[src/rtl/apb_timer_slave.sv]
// APB completer exposing an up-counting timer with prescaler,
// compare match flag and level interrupt; fixed wait-state count.
module apb_timer_slave #(
  parameter int unsigned WAIT_STATES = 1,
  parameter int unsigned COUNT_W     = 32
) (
  input  logic        i_clk,
  input  logic        i_reset,
  input  logic [31:0] i_paddr,
  input  logic        i_pwrite,
  input  logic        i_psel,
  input  logic        i_penable,
  input  logic [31:0] i_pwdata,
  output logic [31:0] o_prdata,
  output logic        o_pready,
  output logic        o_irq
);

  typedef enum logic [1:0] {
    S_IDLE,
    S_WAIT,
    S_RESP
  } state_e;

  localparam logic [3:0] WS_INIT =
    (WAIT_STATES == 0) ? 4'd0 : 4'(WAIT_STATES - 1);

  state_e              state_q;
  logic [3:0]          wcnt_q;
  logic [31:0]         prdata_q;

  logic                en_q, en_d;
  logic                ar_q, ar_d;
  logic                ie_q, ie_d;
  logic                match_q, match_d;
  logic [COUNT_W-1:0]  cmp_q, cmp_d;
  logic [COUNT_W-1:0]  cnt_q, cnt_d;
  logic [15:0]         pre_q, pre_d;
  logic [15:0]         pcnt_q, pcnt_d;

  logic [2:0]          idx;
  logic [31:0]         rdata;
  logic                wr;
  logic                wr_ctrl, wr_cmp, wr_cnt;
  logic                wr_stat, wr_pre;
  logic                tick, hit;
  logic                unused_bits;

  assign idx = i_paddr[4:2];
  assign unused_bits = ^{i_paddr[31:5], i_paddr[1:0], i_pwdata};

  always_comb begin
    rdata = '0;
    unique case (idx)
      3'd0:    rdata[2:0] = {ie_q, ar_q, en_q};
      3'd1:    rdata[COUNT_W-1:0] = cmp_q;
      3'd2:    rdata[COUNT_W-1:0] = cnt_q;
      3'd3:    rdata[0] = match_q;
      3'd4:    rdata[15:0] = pre_q;
      default: rdata = '0;
    endcase
  end

  // A write lands on the edge that ends the single RESP cycle.
  assign wr      = (state_q == S_RESP) && i_psel && i_pwrite;
  assign wr_ctrl = wr && (idx == 3'd0);
  assign wr_cmp  = wr && (idx == 3'd1);
  assign wr_cnt  = wr && (idx == 3'd2);
  assign wr_stat = wr && (idx == 3'd3);
  assign wr_pre  = wr && (idx == 3'd4);

  always_ff @(posedge i_clk or negedge i_reset) begin
    if (!i_reset) begin
      state_q  <= S_IDLE;
      wcnt_q   <= '0;
      prdata_q <= '0;
    end else begin
      unique case (state_q)
        S_IDLE: begin
          if (i_psel && !i_penable) begin
            if (WAIT_STATES == 0) begin
              state_q  <= S_RESP;
              prdata_q <= rdata;
            end else begin
              state_q <= S_WAIT;
              wcnt_q  <= WS_INIT;
            end
          end
        end
        S_WAIT: begin
          if (!i_psel) begin
            state_q <= S_IDLE;
          end else if (wcnt_q == 4'd0) begin
            state_q  <= S_RESP;
            prdata_q <= rdata;
          end else begin
            wcnt_q <= wcnt_q - 4'd1;
          end
        end
        S_RESP: begin
          state_q  <= S_IDLE;
          prdata_q <= '0;
        end
        default: begin
          state_q  <= S_IDLE;
          prdata_q <= '0;
        end
      endcase
    end
  end

  always_comb begin
    tick    = en_q && (pcnt_q == pre_q);
    hit     = tick && (cnt_q == cmp_q);
    pcnt_d  = (en_q && !tick) ? pcnt_q + 16'd1 : 16'd0;
    en_d    = en_q;
    ar_d    = ar_q;
    ie_d    = ie_q;
    cmp_d   = cmp_q;
    cnt_d   = cnt_q;
    pre_d   = pre_q;
    match_d = match_q;
    if (tick) begin
      if (hit) begin
        if (ar_q) cnt_d = '0;
        else      en_d  = 1'b0;
      end else begin
        cnt_d = cnt_q + COUNT_W'(1);
      end
    end
    // Bus writes override the timer's own update on the same edge.
    if (wr_ctrl) {ie_d, ar_d, en_d} = i_pwdata[2:0];
    if (wr_cmp)  cmp_d = i_pwdata[COUNT_W-1:0];
    if (wr_cnt)  cnt_d = i_pwdata[COUNT_W-1:0];
    if (wr_pre)  pre_d = i_pwdata[15:0];
    if (wr_stat && i_pwdata[0]) match_d = 1'b0;
    if (hit) match_d = 1'b1;
  end

  always_ff @(posedge i_clk or negedge i_reset) begin
    if (!i_reset) begin
      en_q    <= 1'b0;
      ar_q    <= 1'b0;
      ie_q    <= 1'b0;
      match_q <= 1'b0;
      cmp_q   <= '0;
      cnt_q   <= '0;
      pre_q   <= '0;
      pcnt_q  <= '0;
    end else begin
      en_q    <= en_d;
      ar_q    <= ar_d;
      ie_q    <= ie_d;
      match_q <= match_d;
      cmp_q   <= cmp_d;
      cnt_q   <= cnt_d;
      pre_q   <= pre_d;
      pcnt_q  <= pcnt_d;
    end
  end

  assign o_pready = (state_q == S_RESP);
  assign o_prdata = prdata_q;
  assign o_irq    = match_q & ie_q;

endmodule

[config.mk]
export PLATFORM = sky130hd
export DESIGN_NAME = apb_timer_slave
export DESIGN_NICKNAME = d
export VERILOG_FILES = /design/src/rtl/apb_timer_slave.sv
export SDC_FILE = /design/constraint.sdc
export NUM_CORES = 1
export LEC_CHECK = 0
export CAP_MARGIN = 30
export CORE_MARGIN = 2
export CORE_UTILIZATION = 35
export DETAILED_ROUTE_END_ITERATION = 10
export PLACE_DENSITY = 0.61
export SETUP_SLACK_MARGIN = 0.15
export SLEW_MARGIN = 20
export SYNTH_ARGS = -nofsm -noshare
export SYNTH_HDL_FRONTEND = slang
export SYNTH_SLANG_ARGS = --single-unit
[constraint.sdc]
create_clock -name i_clk -period 3.44 [get_ports i_clk]
set_clock_uncertainty 0.15 [all_clocks]
set_input_delay 1.032 -clock i_clk [delete_from_list [all_inputs] [get_ports i_clk]]
set_output_delay 1.032 -clock i_clk [all_outputs]
set_load 0.02 [all_outputs]
==> results.txt, run 1 <==
----------------------------------------------------
[Status]
  Status ... complete, no violations

[Critical path]
  RR Startpoint ... pcnt_q[8]
  Required time of the critical path ... 2.26 ns
  Slowest cell on the critical path ... sky130_fd_sc_hd__clkdlybuf4s50_1
  Delay-heaviest family, CP ... buffers and inverters
  Depth of the worst register-to-register path ... 8
  Critical register-to-register path endpoint ... cnt_q[30]
  Kind of launch point of the worst setup path ... register
  WS Path Type ... reg -> out
  Crit path arrival time ... 1.65 ns
  Crit Path Max Fanout ... 7
  Count of buffering cells on the critical path with inverters included ... 1
  Crit path capture type ... output pin
  Reg-to-reg setup timing slack ... 0.63 ns
  Slowest Stage Delay on Critical Path ... 0.62 ns
  CP Cell Sequence ... nor2b_1 > clkdlybuf4s50_1

[Clock tree]
  CTS Root Buffer Type ... sky130_fd_sc_hd__clkbuf_16
  Clock input transition at the sequential cells of the worst setup and hold paths ... 0.06 ns
  CTS H-tree depth ... 4
  Post-CTS Resized ... 0
  Sinks on the clock net ... 138
  Worst-case clock buffer depth ... 2
  CTS hold repair buffers ... 0
  Worst-Skew Late Latency ... 0.43 ns
  Post-CTS setup-driven buffer insertion count ... 0
  Inserted Clock Buffers ... 17
  TritonCTS clock tree ... built

[Cells and area]
  Number of nets in the final layout ... 918
  Diodes inserted ... 0
  Filler cell count ... 2093
  Final non-filler cell total ... 1138
  Post-synthesis to final-layout area growth ... 21.5%
  Fraction of layout instances using a drive strength above 1 ... 15.7%
  Cell area after layout ... 0.00929 mm^2

[Timing]
  Final worst-path cycle share ... 82.2%
  Transition at the pin with the smallest max-transition slack ... 0.873 ns
  Count of endpoints failing setup in the final report ... 0
  Hold violation count in the final report ... 0
  Final Max Slew Viols ... 0
  Aggregate negative setup slack ... 0 ns
  Tmin final ... 2.83 ns
  Relative slew slack ... 41.6%
  RSZ-0062 raised after global routing ... no
  Worst hold margin ... 0.335 ns
  Max frequency ... 354 MHz

[Global route]
  Via count of the first global-routing pass ... 6112
  Total gr overflow ... 0
  Largest net degree at the start of global routing ... 57
  Global-route wire length before repair ... 34100 um
  Antenna violations before repair ... 0
  Global Route Usage Sum ... 18.6%

[Logic synthesis]
  Adder and majority gate portion of the synthesized area ... 0.654%
  Leading area contributor after synthesis ... sky130_fd_sc_hd__dfrtp_1
  Dominant combinational cell family by area after synthesis ... simple AND/OR/NAND/NOR gates
  Number of distinct standard cells referenced by the synthesized netlist ... 65
  Synthesized-area fraction occupied by ao, oa, aoi and oai cells ... 15.7%
  Xor-xnor portion of the synthesized cell area ... 7.33%
  Fraction of synthesized cell area taken by the top area cell type ... 45.1%
  Mean instance size in the synthesized netlist ... 9.72 um^2
  Post-synthesis instance area ... 0.00765 mm^2
  Basic-gate share of the synthesized area counting and, or, nand and nor cells ... 19.0%
  Number of flops mapped to enable cells by yosys ... 0
  Mux contribution to synthesized area ... 7.88%
  Share of synthesized flip-flops with an asynchronous set or reset ... 100%
  Top cells by count, synth ... sky130_fd_sc_hd__dfrtp_1 (138), sky130_fd_sc_hd__nor2_1 (81), sky130_fd_sc_hd__nand2_1 (66)
  Post-synthesis sequential element count ... 138
  Synth Net Count ... 860
  Most used DFF post-synth ... sky130_fd_sc_hd__dfrtp_1
  Leading cell type by number of instances after synthesis ... sky130_fd_sc_hd__dfrtp_1
  Synthesized netlist cell count ... 787
  Yosys synthesis warning count ... 0
  Seq/Total Area, Yosys ... 45.1%
  Area contributors post-synth ... sky130_fd_sc_hd__dfrtp_1 (45%), sky130_fd_sc_hd__mux2_2 (6.9%), sky130_fd_sc_hd__xnor2_1 (4.5%)

[Die]
  Core area ... 0.0216 mm^2
  Horizontal extent of the die ... 152 um
  Number of standard-cell rows in the floorplan ... 54
  Number of top-level pins ... 103
  Starting density of the core ... 35.4%
  Die area ... 0.0231 mm^2
  Die Height ... 152 um

[Route]
  Drt first-iter violations ... 556
  Number of remaining DRC errors ... 0
  Router iterations before antenna repair ... 5
  ANT nets after route ... 0
  Vias per std cell ... 5.48
  Detailed-route wire length per cell ... 18.7 um
  Detailed-route via count ... 6232
  Detailed-route wire length ... 21300 um

[Worst hold path]
  Worst-case hold path end point ... o_prdata[9]
  Hold Startpoint ... o_prdata[9]
  Tightest Hold Check Type ... reg -> reg
  Hold Path Stages ... 2

[Pwr]
  Power, Total ... 5.81 mW
  Pwr/cell area ... 626 mW/mm^2
  Peak supply drop ... 0.000381 V
  Static leakage ... 3.83 nW

[Place]
  Instance area at placement ... 0.00872 mm^2
  Final weighted congestion of routability-driven global placement ... 0.838
  Placed instance count ... 1106
  Port Buffer Count ... 73
  Post-detail-place hpwl ... 15100 um

[Flow run]
  Number of max-cap violations ... 0

----------------------------------------------------
power by group:
part / switching, mW / internal, mW
Combinational: 1.05 / 0.809
Sequential: 0.278 / 1.90
Clock: 0.743 / 1.04
worst reg2reg max path, stage by stage (launching register included):
cell and delay [ns]:
sky130_fd_sc_hd__dfrtp_1 0.46, sky130_fd_sc_hd__xor2_1 0.18, sky130_fd_sc_hd__nor4_2 0.38, sky130_fd_sc_hd__nand4_2 0.21
sky130_fd_sc_hd__buf_4 0.26, sky130_fd_sc_hd__a211oi_2 0.53, sky130_fd_sc_hd__buf_4 0.31, sky130_fd_sc_hd__nand2_1 0.09
sky130_fd_sc_hd__a41oi_2 0.17
state kept, by name (all words and copies together) (netlist names), 2 cells and up:
signal    cells
cmp_q        32
cnt_q        32
o_prdata     32
pcnt_q       16
pre_q        16
wcnt_q        4
state_q       2
worst max-delay path by stage:
stage                     from         to  cells past startpoint  slack [ns]
finish              state_q[0]   o_pready                      2        0.61
global route         pcnt_q[8]  cnt_q[25]                      8        0.49
CTS                 state_q[0]   o_pready                      2        0.59
detailed placement  i_paddr[3]  cnt_q[16]                      8        0.40
global placement    i_paddr[3]   cnt_q[4]                      8        0.44
floorplan           i_paddr[3]  cnt_q[23]                     11        0.70
per-stage QoR:
| step | utilization [%] | worst slack, ns |
|---|---|---|
| 2_1_floorplan | - | 0.703 |
| 3_3_place_gp | 40.3 | 0.437 |
| 3_5_place_dp | 40.3 | 0.399 |
| 4_1_cts | 43.0 | 0.588 |
| 5_1_grt | 43.0 | 0.491 |
| 6_report | 43.0 | 0.613 |
cell usage in the layout (no fill, tap or decap), drive strengths merged, types with 3 or more instances in the layout:
cell type and count:
nor3 13, nand4 22, o21a 4, a21oi 31, mux2 50, dfrtp 138, xnor2 39, inv 7
mux2i 4, and3 8, a221oi 3, a211oi 19, ha 4, xor2 25, nor2 81, o31ai 3
nand2 67, a31oi 7, nor2b 9, a22oi 43, o211ai 3, and2 12, o41ai 4, or2 3
nand3 23, and4 4, o21ai 48, clkdlybuf4s50 72, clkbuf 19, buf 32, clkinv 10, nor4 19
o22ai 3, nand2b 4
cells by family (layout without fill, tap and decap cells):
kind of cell / count (synthesis) / after routing
multiplexers: 54 / 54
AND/OR/NAND/NOR: 275 / 275
buffers and inverters: 71 / 142
flip-flops: 138 / 138
adder cells (fa/ha/maj): 4 / 4
AO/OA/AOI/OAI: 181 / 181
XOR/XNOR: 64 / 64
cell type report:
class / instances / area, um^2 / share of cell area, %
clock inverter: 13 / 119 / 1.28
tap: 280 / 350 / 3.77
inverter: 6 / 22.5 / 0.242
timing repair buffer: 104 / 1010 / 10.9
clock buffer: 19 / 453 / 4.87
multi-input combinational: 578 / 3880 / 41.7
sequential: 138 / 3450 / 37.2
metal layers:
layer | share of wire [%] | vias up | GRT usage [%]
met2 | 46 | 180 | 28.5
li1 | - | 2963 | -
met5 | 0 | - | 0
met1 | 47 | 3064 | 26.4
met3 | 5.2 | 25 | 4.45
met4 | 2.0 | 0 | 5.38
No activity file was read; power rests on OpenSTA's default activity.
==> inputs of run 2 (changes only) <==
==> constraint.sdc (replaced) <==
create_clock -name i_clk -period 2.9 [get_ports i_clk]
set_clock_uncertainty 0.15 [all_clocks]
set_input_delay 0.87 -clock i_clk [delete_from_list [all_inputs] [get_ports i_clk]]
set_output_delay 0.87 -clock i_clk [all_outputs]
set_load 0.02 [all_outputs]
==> run 2 against run 1 <==
  * Setup slack got worse by 0.29 ns
  * Combinational power up 18%
  * Hold slack lost 0.089 ns
  * Sequential share of layout area is 0.99 points lower
  * Clock power grew 33%
  * Clock-buffer cell count is 2 lower
  * Register-to-register slack worse by 0.31 ns
  * Non-clock buffer count is 18 higher
==> results.txt, run 2 (same netlist as run 1, synthesis figures left out) <==
----------------------------------------------------
[Global route]
  Antenna violations before repair ... 0
  Via count of the first global-routing pass ... 6222
  Global Route Usage Sum ... 18.8%
  Total gr overflow ... 0
  Largest net degree at the start of global routing ... 52
  Global-route wire length before repair ... 34700 um

[Cells and area]
  Most frequent cells in the layout ... sky130_fd_sc_hd__dfrtp_1 (138), sky130_fd_sc_hd__nor2_1 (81), sky130_fd_sc_hd__clkdlybuf4s50_1 (71)
  Area of combinational cells with multiple inputs ... 0.00388 mm^2
  Footprint of the flip-flops and latches ... 0.00345 mm^2
  Number of nets in the final layout ... 936
  Fraction of layout instances using a drive strength above 1 ... 17.5%
  Diodes inserted ... 0
  Leading cell type in the layout, fill and taps excluded ... sky130_fd_sc_hd__dfrtp_1
  Filler cell count ... 2093
  Cell area after layout ... 0.00955 mm^2
  Post-synthesis to final-layout area growth ... 24.8%

[Place]
  Port Buffer Count ... 73
  Instance area at placement ... 0.00888 mm^2
  Post-detail-place hpwl ... 15200 um
  Final weighted congestion of routability-driven global placement ... 0.855

[Critical path]
  Crit path arrival time ... 2.72 ns
  Crit path capture type ... register
  WS Path Type ... reg -> reg
  Kind of launch point of the worst setup path ... register
  Required time of the critical path ... 3.05 ns
  Crit Path Max Fanout ... 6

[Timing]
  Relative slew slack ... 57.5%
  Worst hold margin ... 0.245 ns
  Hold violation count in the final report ... 0
  Count of endpoints failing setup in the final report ... 0
  Max frequency ... 388 MHz
  Tmin final ... 2.58 ns
  Final Max Slew Viols ... 0
  Transition at the pin with the smallest max-transition slack ... 0.632 ns
  RSZ-0062 raised after global routing ... no
  Aggregate negative setup slack ... 0 ns
  Final worst-path cycle share ... 88.9%

[Clock tree]
  Worst-case clock buffer depth ... 2
  CTS H-tree depth ... 4
  Sinks on the clock net ... 138
  Inserted Clock Buffers ... 17
  CTS Root Buffer Type ... sky130_fd_sc_hd__clkbuf_16
  TritonCTS clock tree ... built
  Clock input transition at the sequential cells of the worst setup and hold paths ... 0.06 ns
  Worst-Skew Late Latency ... 0.42 ns

[Die]
  Die Height ... 152 um
  Horizontal extent of the die ... 152 um
  Number of top-level pins ... 103
  Number of standard-cell rows in the floorplan ... 54
  Die area ... 0.0231 mm^2
  Starting density of the core ... 35.4%
  Core area ... 0.0216 mm^2

[Route]
  Detailed-route wire length ... 21100 um
  Router iterations before antenna repair ... 5
  Detailed-route via count ... 6215
  Drt first-iter violations ... 466
  Vias per std cell ... 5.38
  Number of remaining DRC errors ... 0
  Detailed-route wire length per cell ... 18.2 um
  ANT nets after route ... 0

[Pwr]
  Static leakage ... 3.96 nW
  Peak supply drop ... 0.000454 V
  Power, Total ... 7.15 mW
  Pwr/cell area ... 749 mW/mm^2

[Flow run]
  Number of max-cap violations ... 0

[Status]
  Status ... complete, no violations

[Worst hold path]
  Tightest Hold Check Type ... in -> async

----------------------------------------------------
==> run 2: final cells by class <==
type | count | share of cell area, %
inverters | 6 | 0.236
multi-input cells | 578 | 40.6
clock buffers | 17 | 4.46
clock inverters | 15 | 2.23
repair buffers | 122 | 12.6
flip-flops and latches | 138 | 36.2
well taps | 280 | 3.67
==> run 2: critical path, cell delays in order, from the launching register on <==
cell,delay [ns]
sky130_fd_sc_hd__dfrtp_1,0.50
sky130_fd_sc_hd__ha_1,0.30
sky130_fd_sc_hd__nand3_1,0.21
sky130_fd_sc_hd__nor4_4,0.47
sky130_fd_sc_hd__nand4_1,0.26
sky130_fd_sc_hd__and2_1,0.22
sky130_fd_sc_hd__o21ai_0,0.21
sky130_fd_sc_hd__a31oi_1,0.12
==> run 2: through the flow <==
step / cells / utilization (%) / worst slack, ns
after CTS: 1153 / 44.0 / 0.197
after detailed placement: 1121 / 41.1 / 0.0897
after floorplan: 787 / - / 0.325
final: 1156 / 44.1 / 0.323
after global placement: 1121 / 41.1 / 0.105
after global routing: 1156 / 44.1 / 0.152
==> run 2: worst paths after layout <==
path | start | end | slack, ns | depth (start not counted)
hold / removal | i_reset | pcnt_q[11] | 0.25 | 1
setup reg to reg | cnt_q[0] | cnt_q[26] | 0.32 | 7
max in group asynchronous | i_reset | o_prdata[21] | 1.68 | 2
hold reg to reg | o_prdata[7] | o_prdata[7] | 0.33 | 2
min in group i_clk | o_prdata[7] | o_prdata[7] | 0.33 | 2
setup / recovery | cnt_q[0] | cnt_q[26] | 0.32 | 7
==> run 2: power breakdown <==
part	internal, mW	switching (mW)	total, mW
Combinational	0.968	1.24	2.20
Clock	1.46	0.907	2.37
Sequential	2.25	0.328	2.58
Total	4.68	2.47	7.15
==> run 2: metal layers <==
| metal | GRT usage [%] | up-vias | share of wire, % |
|---|---|---|---|
| li1 | - | 2992 | - |
| met1 | 26.5 | 3052 | 48 |
| met2 | 28.9 | 142 | 46 |
| met3 | 4.16 | 29 | 4.0 |
| met4 | 5.87 | 0 | 2.0 |
| met5 | 0 | - | 0 |
==> run 2: what timing repair did <==
item | CTS | global route
setup endpoints to repair | 0 | 2
hold buffers | 0 | 0
buffers inserted | 0 | 3
gates resized for setup | 0 | 1
==> inputs of run 3 (changes only) <==
--- a/config.mk
+++ b/config.mk
@@ -9,6 +9,7 @@
 export CORE_MARGIN = 2
 export CORE_UTILIZATION = 35
 export DETAILED_ROUTE_END_ITERATION = 10
+export HOLD_SLACK_MARGIN = 0.05
 export PLACE_DENSITY = 0.61
 export SETUP_SLACK_MARGIN = 0.15
 export SLEW_MARGIN = 20
==> results of run 3 <==
Same layout as run 2: the final DEF is identical, and so are final timing and power.
